===== src/rtl/tdm_demux_1x16_if.sv =====
// Serial TDM input and demultiplexed frame output bundle for tdm_demux_1x16.
// The master drives the serial side; the slave is the demultiplexer.
interface tdm_demux_1x16_if;
  logic        din;
  logic        en;
  logic        sync;
  logic [15:0] dout;
  logic        frame_valid;
  logic        sync_err;
  logic        locked;
  logic [3:0]  slot;

  modport master (
    output din, en, sync,
    input  dout, frame_valid, sync_err, locked, slot
  );

  modport slave (
    input  din, en, sync,
    output dout, frame_valid, sync_err, locked, slot
  );
endinterface


===== src/rtl/tdm_demux_1x16.sv =====
// 1-to-16 TDM demultiplexer: collects 16 serial slots framed by sync into a
// parallel word, with framing-error detection and an optional free-run mode.
module tdm_demux_1x16 #(
  parameter bit STRICT_SYNC = 1'b1
) (
  input logic              clk,
  input logic              rst,
  tdm_demux_1x16_if.slave  bus
);

  typedef enum logic {IDLE, RUN} state_t;

  state_t      state, state_n;
  logic [3:0]  slot_q, slot_n;
  logic [14:0] shift_q, shift_n;
  logic [15:0] dout_q, dout_n;
  logic        fv_q, fv_n;
  logic        se_q, se_n;

  always_ff @(posedge clk or posedge rst) begin
    if (rst) begin
      state   <= IDLE;
      slot_q  <= 4'd0;
      shift_q <= 15'd0;
      dout_q  <= 16'h0000;
      fv_q    <= 1'b0;
      se_q    <= 1'b0;
    end else begin
      state   <= state_n;
      slot_q  <= slot_n;
      shift_q <= shift_n;
      dout_q  <= dout_n;
      fv_q    <= fv_n;
      se_q    <= se_n;
    end
  end

  always_comb begin
    state_n = state;
    slot_n  = slot_q;
    shift_n = shift_q;
    dout_n  = dout_q;
    fv_n    = 1'b0;
    se_n    = 1'b0;
    if (bus.en) begin
      unique case (state)
        IDLE: begin
          if (bus.sync) begin
            shift_n[0] = bus.din;
            slot_n     = 4'd1;
            state_n    = RUN;
          end
        end
        RUN: begin
          // Early sync wins over everything, including a slot-15 completion.
          if (bus.sync && slot_q != 4'd0) begin
            se_n    = 1'b1;
            shift_n = {14'd0, bus.din};
            slot_n  = 4'd1;
          end else if (!bus.sync && slot_q == 4'd0 && STRICT_SYNC) begin
            se_n    = 1'b1;
            state_n = IDLE;
          end else if (slot_q == 4'd15) begin
            dout_n = {bus.din, shift_q};
            fv_n   = 1'b1;
            slot_n = 4'd0;
          end else begin
            for (int i = 0; i < 15; i++)
              if (slot_q == 4'(i)) shift_n[i] = bus.din;
            slot_n = slot_q + 4'd1;
          end
        end
        default: state_n = IDLE;
      endcase
    end
  end

  assign bus.dout        = dout_q;
  assign bus.frame_valid = fv_q;
  assign bus.sync_err    = se_q;
  assign bus.locked      = (state == RUN);
  assign bus.slot        = slot_q;

endmodule


===== src/flat_wrapper.sv =====
// flat-port wrapper written by rule: the top's interface ports become plain ports
module tdm_demux_1x16_flat 
#(
  parameter bit STRICT_SYNC = 1'b1
)
  (clk, rst, bus_din, bus_en, bus_sync, bus_dout, bus_frame_valid, bus_sync_err, bus_locked, bus_slot);
  tdm_demux_1x16_if bus_i ();
  input logic clk;
  input logic rst;
  input wire logic [$bits(bus_i.din)-1:0] bus_din;
  input wire logic [$bits(bus_i.en)-1:0] bus_en;
  input wire logic [$bits(bus_i.sync)-1:0] bus_sync;
  output wire logic [$bits(bus_i.dout)-1:0] bus_dout;
  output wire logic [$bits(bus_i.frame_valid)-1:0] bus_frame_valid;
  output wire logic [$bits(bus_i.sync_err)-1:0] bus_sync_err;
  output wire logic [$bits(bus_i.locked)-1:0] bus_locked;
  output wire logic [$bits(bus_i.slot)-1:0] bus_slot;
  assign bus_i.din = bus_din;
  assign bus_i.en = bus_en;
  assign bus_i.sync = bus_sync;
  assign bus_dout = bus_i.dout;
  assign bus_frame_valid = bus_i.frame_valid;
  assign bus_sync_err = bus_i.sync_err;
  assign bus_locked = bus_i.locked;
  assign bus_slot = bus_i.slot;
  tdm_demux_1x16 #(.STRICT_SYNC(STRICT_SYNC)) u_core (.clk(clk), .rst(rst), .bus(bus_i));
endmodule

===== config.mk =====
export PLATFORM = sky130hd
export DESIGN_NAME = tdm_demux_1x16_flat
export DESIGN_NICKNAME = d
export VERILOG_FILES = /design/src/rtl/tdm_demux_1x16_if.sv /design/src/rtl/tdm_demux_1x16.sv /design/src/flat_wrapper.sv
export SDC_FILE = /design/constraint.sdc
export NUM_CORES = 1
export LEC_CHECK = 0
export ABC_AREA = 1
export ABC_CLOCK_PERIOD_IN_PS = 2650
export CORE_UTILIZATION = 35
export DETAILED_ROUTE_END_ITERATION = 6
export RECOVER_POWER = 25
export SLEW_MARGIN = 20
export SYNTH_ARGS = -nofsm -noshare
export SYNTH_HDL_FRONTEND = slang
export SYNTH_SLANG_ARGS = --single-unit

===== constraint.sdc =====
create_clock -name clk -period 2.65 [get_ports clk]
set_input_delay 0.795 -clock clk [delete_from_list [all_inputs] [get_ports clk]]
set_output_delay 0.795 -clock clk [all_outputs]
set_load 0.01 [all_outputs]

==> run metrics, run 1 <==
outcome completed; GPL Wtd Cong 0.773; drt wl/cell 10.3 µm; cell area after synthesis 0.00192 mm²; grt total ovfl 0; CP required 1.86 ns; CP bufs+invs 1; post-layout instance area 0.00236 mm²; vias in the first global route 1390; Synth cell types 20; GR met3 Demand/Resource 0.0287; family with the most delay on the worst path buffers and inverters; Async SR Flop Fraction 1.00; DP Area 0.00226 mm²; drt pass-1 iters 4; max_slew headroom 0.380; endpoints failing setup 0; cell accounting for the most synthesized area dfrtp_1; final wirelength 3420 µm; DR vias/cell 4.46; TNS Setup 0 ns; post-route clock skew 0.00543 ns; VDD IR max 0.356 mV; hold_buf cts 0; CTS Buf Count 5; EDFF count, synth 0; Hold WC Path Type register to register; final antenna-violating net count 0; slowest stage cell on the critical path clkdlybuf4s50_1; Mapped Nets 244; Initial Util 0.368; worst setup path start u_core.bus.locked; clk_lat worst skew 0.29 ns; Synth Instances 231; Tmin final 2.17 ns; WP data arrival 1.37 ns; top_reg_cell synth dfrtp_1; Post-synth top cells nand2_1, dfrtp_1, inv_1; DP HPWL 2450 µm; Final #Nets 275; core area 0.00520 mm²; static leakage 1.12 nW; Final Max Slew Viols 0; Hold WS 0.470 ns; Root Buffer clkbuf_8; fillers 552; PwrDens 852 mW/mm²; Die H 76.0 µm; Synth area leaders dfrtp_1, nand2_1, inv_1; RSZ-0062 raised after global routing false; Ant. Diodes 0; clock sinks 38; R2R Path Start u_core.bus.slot[0]; cells along the critical path clkdlybuf4s50_1; share of the synthesized area in the top cell type 0.496; Final Hold Viols 0; crit path max fanout 7; Die ar. 0.00578 mm²; Post-CTS Setup Bufs 0; Max Cap Violations 0; global route hottest layer met2; Fmax 462 MHz; share of post-route cells with drive strength above 1 0.0951; # resized after CTS 0; Yosys reg bits 38; clock-pin slew on the worst setup and hold paths 0.07 ns; fin crit share 0.817; die width 76.0 µm; first-pass GRT wire length 6240 µm; yosys warns 0; Critical Path Sink Type primary output; CTS tree built; met1 Track Usage GR 0.171; num ports 28; crit-path max cell delay 0.60 ns; H-tree lvl count 2; met2 usage 0.215; min-delay src u_core.shift_q[6]; FP Rows 26; drc violations 0; synthesized area per cell 8.30 µm²; Slew @ Worst Pin 0.930 ns; Total GRT Usage 0.134; most frequent cell after synthesis nand2_1; largest net degree at the start of global routing 39; Iter 0 DRT Violations 80; CP Launch Type register; Area Overhead vs Synth 23.3%; port bufs 27; number of vias in the routed layout 1484; WS Path Type register to primary output; antenna violations before repair 0; Seq/Total Area, Yosys 0.496; CTS max path bufs 2
-- cell usage in the layout, fill, tap and decap left out --
master / n
ha_1: 8
nand2_1: 71
nand3_2: 1
buf_12: 1
dlygate4sd3_1: 1
bufinv_16: 1
o21ai_2: 8
nand4_2: 1
clkbuf_8: 5
clkdlybuf4s50_1: 26
nor2_4: 2
o21ai_0: 18
clkinv_2: 2
o21ai_1: 8
nand3_1: 19
a21oi_1: 1
inv_1: 34
nor2_1: 11
buf_4: 2
nand2_2: 1
dfrtp_1: 38
a22oi_1: 1
clkbuf_2: 1
nor3_1: 1
nand4_1: 1
-- final cells by class --
type | count | area, µm² | area share
clock buffers | 5 | 68.8 | 0.0291
clock inverters | 3 | 40.0 | 0.0169
inverters | 34 | 128 | 0.0540
multi-input cells | 152 | 778 | 0.329
flip-flops and latches | 38 | 951 | 0.402
well taps | 70 | 87.6 | 0.0371
repair buffers | 31 | 310 | 0.131
-- stage by stage --
stage / total power [mW] / std cells / setup slack (ns) / util
2_1_floorplan: 1.34 / 231 / 0.733 / -
3_3_place_gp: 1.55 / 325 / 0.258 / 0.434
3_5_place_dp: 1.56 / 325 / 0.194 / 0.434
4_1_cts: 2.05 / 333 / 0.471 / 0.455
5_1_grt: 2.20 / 333 / 0.304 / 0.454
6_report: 2.01 / 333 / 0.484 / 0.454
-- power by group --
group / switching (mW) / leakage (nW) / internal (mW)
Sequential: 0.107 / 0.508 / 0.713
Clock: 0.198 / 0.0579 / 0.277
Combinational: 0.457 / 0.559 / 0.263
-- worst min-delay path, cell delays in order (launching register included) --
cell	delay, ns
dfrtp_1	0.35
nand2_1	0.05
nand2_1	0.04
-- logic make-up after synthesis --
family,share of synthesized area
buf+inv,0.0979
flops,0.496
fa+ha+maj,0.0522
compound gates,0.111
simple gates,0.243
-- worst paths after layout --
kind	slack, ns	end	cells after the start
worst max-delay path	0.48	bus_locked	1
worst min-delay path	0.47	u_core.shift_q[6]	2
worst max register to register	0.58	u_core.bus.dout[11]	11
worst min register to register	0.47	u_core.shift_q[6]	2
max in group asynchronous	0.85	u_core.shift_q[11]	3
min in group asynchronous	1.24	u_core.shift_q[4]	3
-- sequential cells by signal, indices dropped and copies added, names as in the netlist --
signal,flops
u_core.bus.slot,4
u_core.bus.locked,1
u_core.bus.sync_err,1
u_core.bus.dout,16
u_core.shift_q,15
u_core.bus.frame_valid,1
-- per-layer routing --
layer  vias up  part of all wire
met5         -                 0
met1       663              0.49
li1        786                 -
met3         5             0.043
met2        30              0.45
met4         0             0.018
(Power assumes the default switching activity.)
==> run 2, diff against run 1 <==
Settings changed: ABC_CLOCK_PERIOD_IN_PS 2650 to 1800.
Clock period 2.65 ns to 1.8 ns, I/O delays scaled along.
==> run 2 against run 1 <==
Compared with the run above: sequential power rose by 41%; via count rose by 12%; critical path depth rose by 11; die area did not move; non-clock buffer count rose by 25; worst hold slack improved by 0.0015 ns; total power rose by 86%; sequential share of layout area fell by 7.1 points; critical endpoint is now u_core.shift_q[9]; routed wire length rose by 31%.
==> run metrics, run 2 (synthesis gave the netlist of run 1 again) <==
WP data arrival 1.96 ns; WP depth 12; Final WS setup 0.0243 ns; clock-pin slew on the worst setup and hold paths 0.08 ns; Root Buffer clkbuf_8; number of vias in the routed layout 1668; cells along the critical path inv_2 > ha_4 > inv_4 > nor2_4 > inv_2 > buf_4 > ha_2 > clkinvlp_4 > o21ai_0 > nand2_1 > nand2_1 > nand2_1; VDD IR max 0.835 mV; Iter 0 DRT Violations 99; GPL Wtd Cong 0.806; CTS Buf Count 5; CP required 1.98 ns; fin util 0.553; drc violations 0; port bufs 27; die width 76.0 µm; Hold WC Path Type register to register; R2R Path Start u_core.bus.slot[1]; final wirelength 4470 µm; static leakage 1.43 nW; Fmax 563 MHz; share of post-route cells with drive strength above 1 0.353; post-layout instance area 0.00288 mm²; DP HPWL 2490 µm; fin crit share 0.986; r2r worst-path depth 12; Ant. Diodes 0; commonest non-fill, non-tap cells in the layout nand2_1, dfrtp_1, inv_1; max FFs per register 16; Final Max Slew Viols 0; reg-to-reg slack, setup 0.02 ns; first-pass GRT wire length 6870 µm; Crit path top cell by count nand2_1; TNS Setup 0 ns; CTS tree built; FP Rows 26; core area 0.00520 mm²; worst setup path start u_core.bus.slot[1]; worst setup path endpoint u_core.shift_q[9]; CP bufs+invs 5; slowest stage cell on the critical path dfrtp_1; vias in the first global route 1500; Tmin final 1.78 ns; grt total ovfl 0; Die H 76.0 µm; fin cells 359; family with the most delay on the worst path buffers and inverters; WS Path Type register to register; final antenna-violating net count 0; Initial Util 0.368; crit path max fanout 7; most common cell after layout, fill and taps aside nand2_1; Final #Nets 301; Area Overhead vs Synth 50.1%; DP Area 0.00242 mm²; Critical Path Sink Type register; CP Launch Type register; endpoints failing setup 0; antenna violations before repair 0; overall power 3.75 mW; Max Cap Violations 0; clock sinks 38; Die ar. 0.00578 mm²; max_slew headroom 0.367; Slew @ Worst Pin 0.949 ns; H-tree lvl count 2; crit-path max cell delay 0.36 ns; post-route clock skew 0.0123 ns; largest net degree at the start of global routing 39; PwrDens 1300 mW/mm²; hold_buf cts 0; RSZ-0062 raised after global routing true; Final Hold Viols 0; RR Endpoint u_core.shift_q[9]; CTS max path bufs 2; clk_lat worst skew 0.29 ns; drt wl/cell 12.4 µm; Total GRT Usage 0.151; Hold WS 0.472 ns; outcome completed; Placed Cells 340; worst slack at placement -0.231 ns; drt pass-1 iters 5; num ports 28; DR vias/cell 4.65
run 2: layout make-up:
class | instances | area (µm²)
multi-input cells | 152 | 993
clock inverters | 3 | 40.0
flip-flops and latches | 38 | 952
repair inverters | 1 | 7.51
clock buffers | 5 | 68.8
well taps | 70 | 87.6
inverters | 34 | 138
fillers | 484 | 2330
repair buffers | 56 | 589
run 2: power by group:
part / leakage [nW] / internal [mW] / switching [mW]
clock network: 0.0579 / 0.408 / 0.307
registers: 0.507 / 1.05 / 0.111
logic: 0.864 / 0.839 / 1.04
run 2: tightest hold or removal path, stage by stage, from the launching register on:
cell and delay [ns]:
dfrtp_1 0.35, nand2_1 0.05, nand2_1 0.05
run 2: worst min-delay path by stage:
stage                             from                 end  depth (start not counted)
global placement     u_core.shift_q[9]   u_core.shift_q[9]                          2
CTS                 u_core.shift_q[14]  u_core.shift_q[14]                          2
finish              u_core.shift_q[14]  u_core.shift_q[14]                          2
detailed placement   u_core.shift_q[1]   u_core.shift_q[1]                          2
global route        u_core.shift_q[12]  u_core.shift_q[12]                          2
floorplan           u_core.shift_q[12]  u_core.shift_q[12]                          2
run 2: routing by layer:
| metal | vias up | track usage | wire, µm |
|---|---|---|---|
| met1 | 777 | 0.205 | 2040 |
| met2 | 47 | 0.234 | 2170 |
| met4 | 0 | 0.0577 | 51 |
| met5 | - | 0 | 0 |
| met3 | 5 | 0.0335 | 202 |
| li1 | 839 | - | - |
run 2: what timing repair did:
action	in CTS	in global routing
endpoints found under the setup margin	36	34
pin swaps	2	9
gates cloned	2	4
setup buffers	3	4
resized for setup	13	72
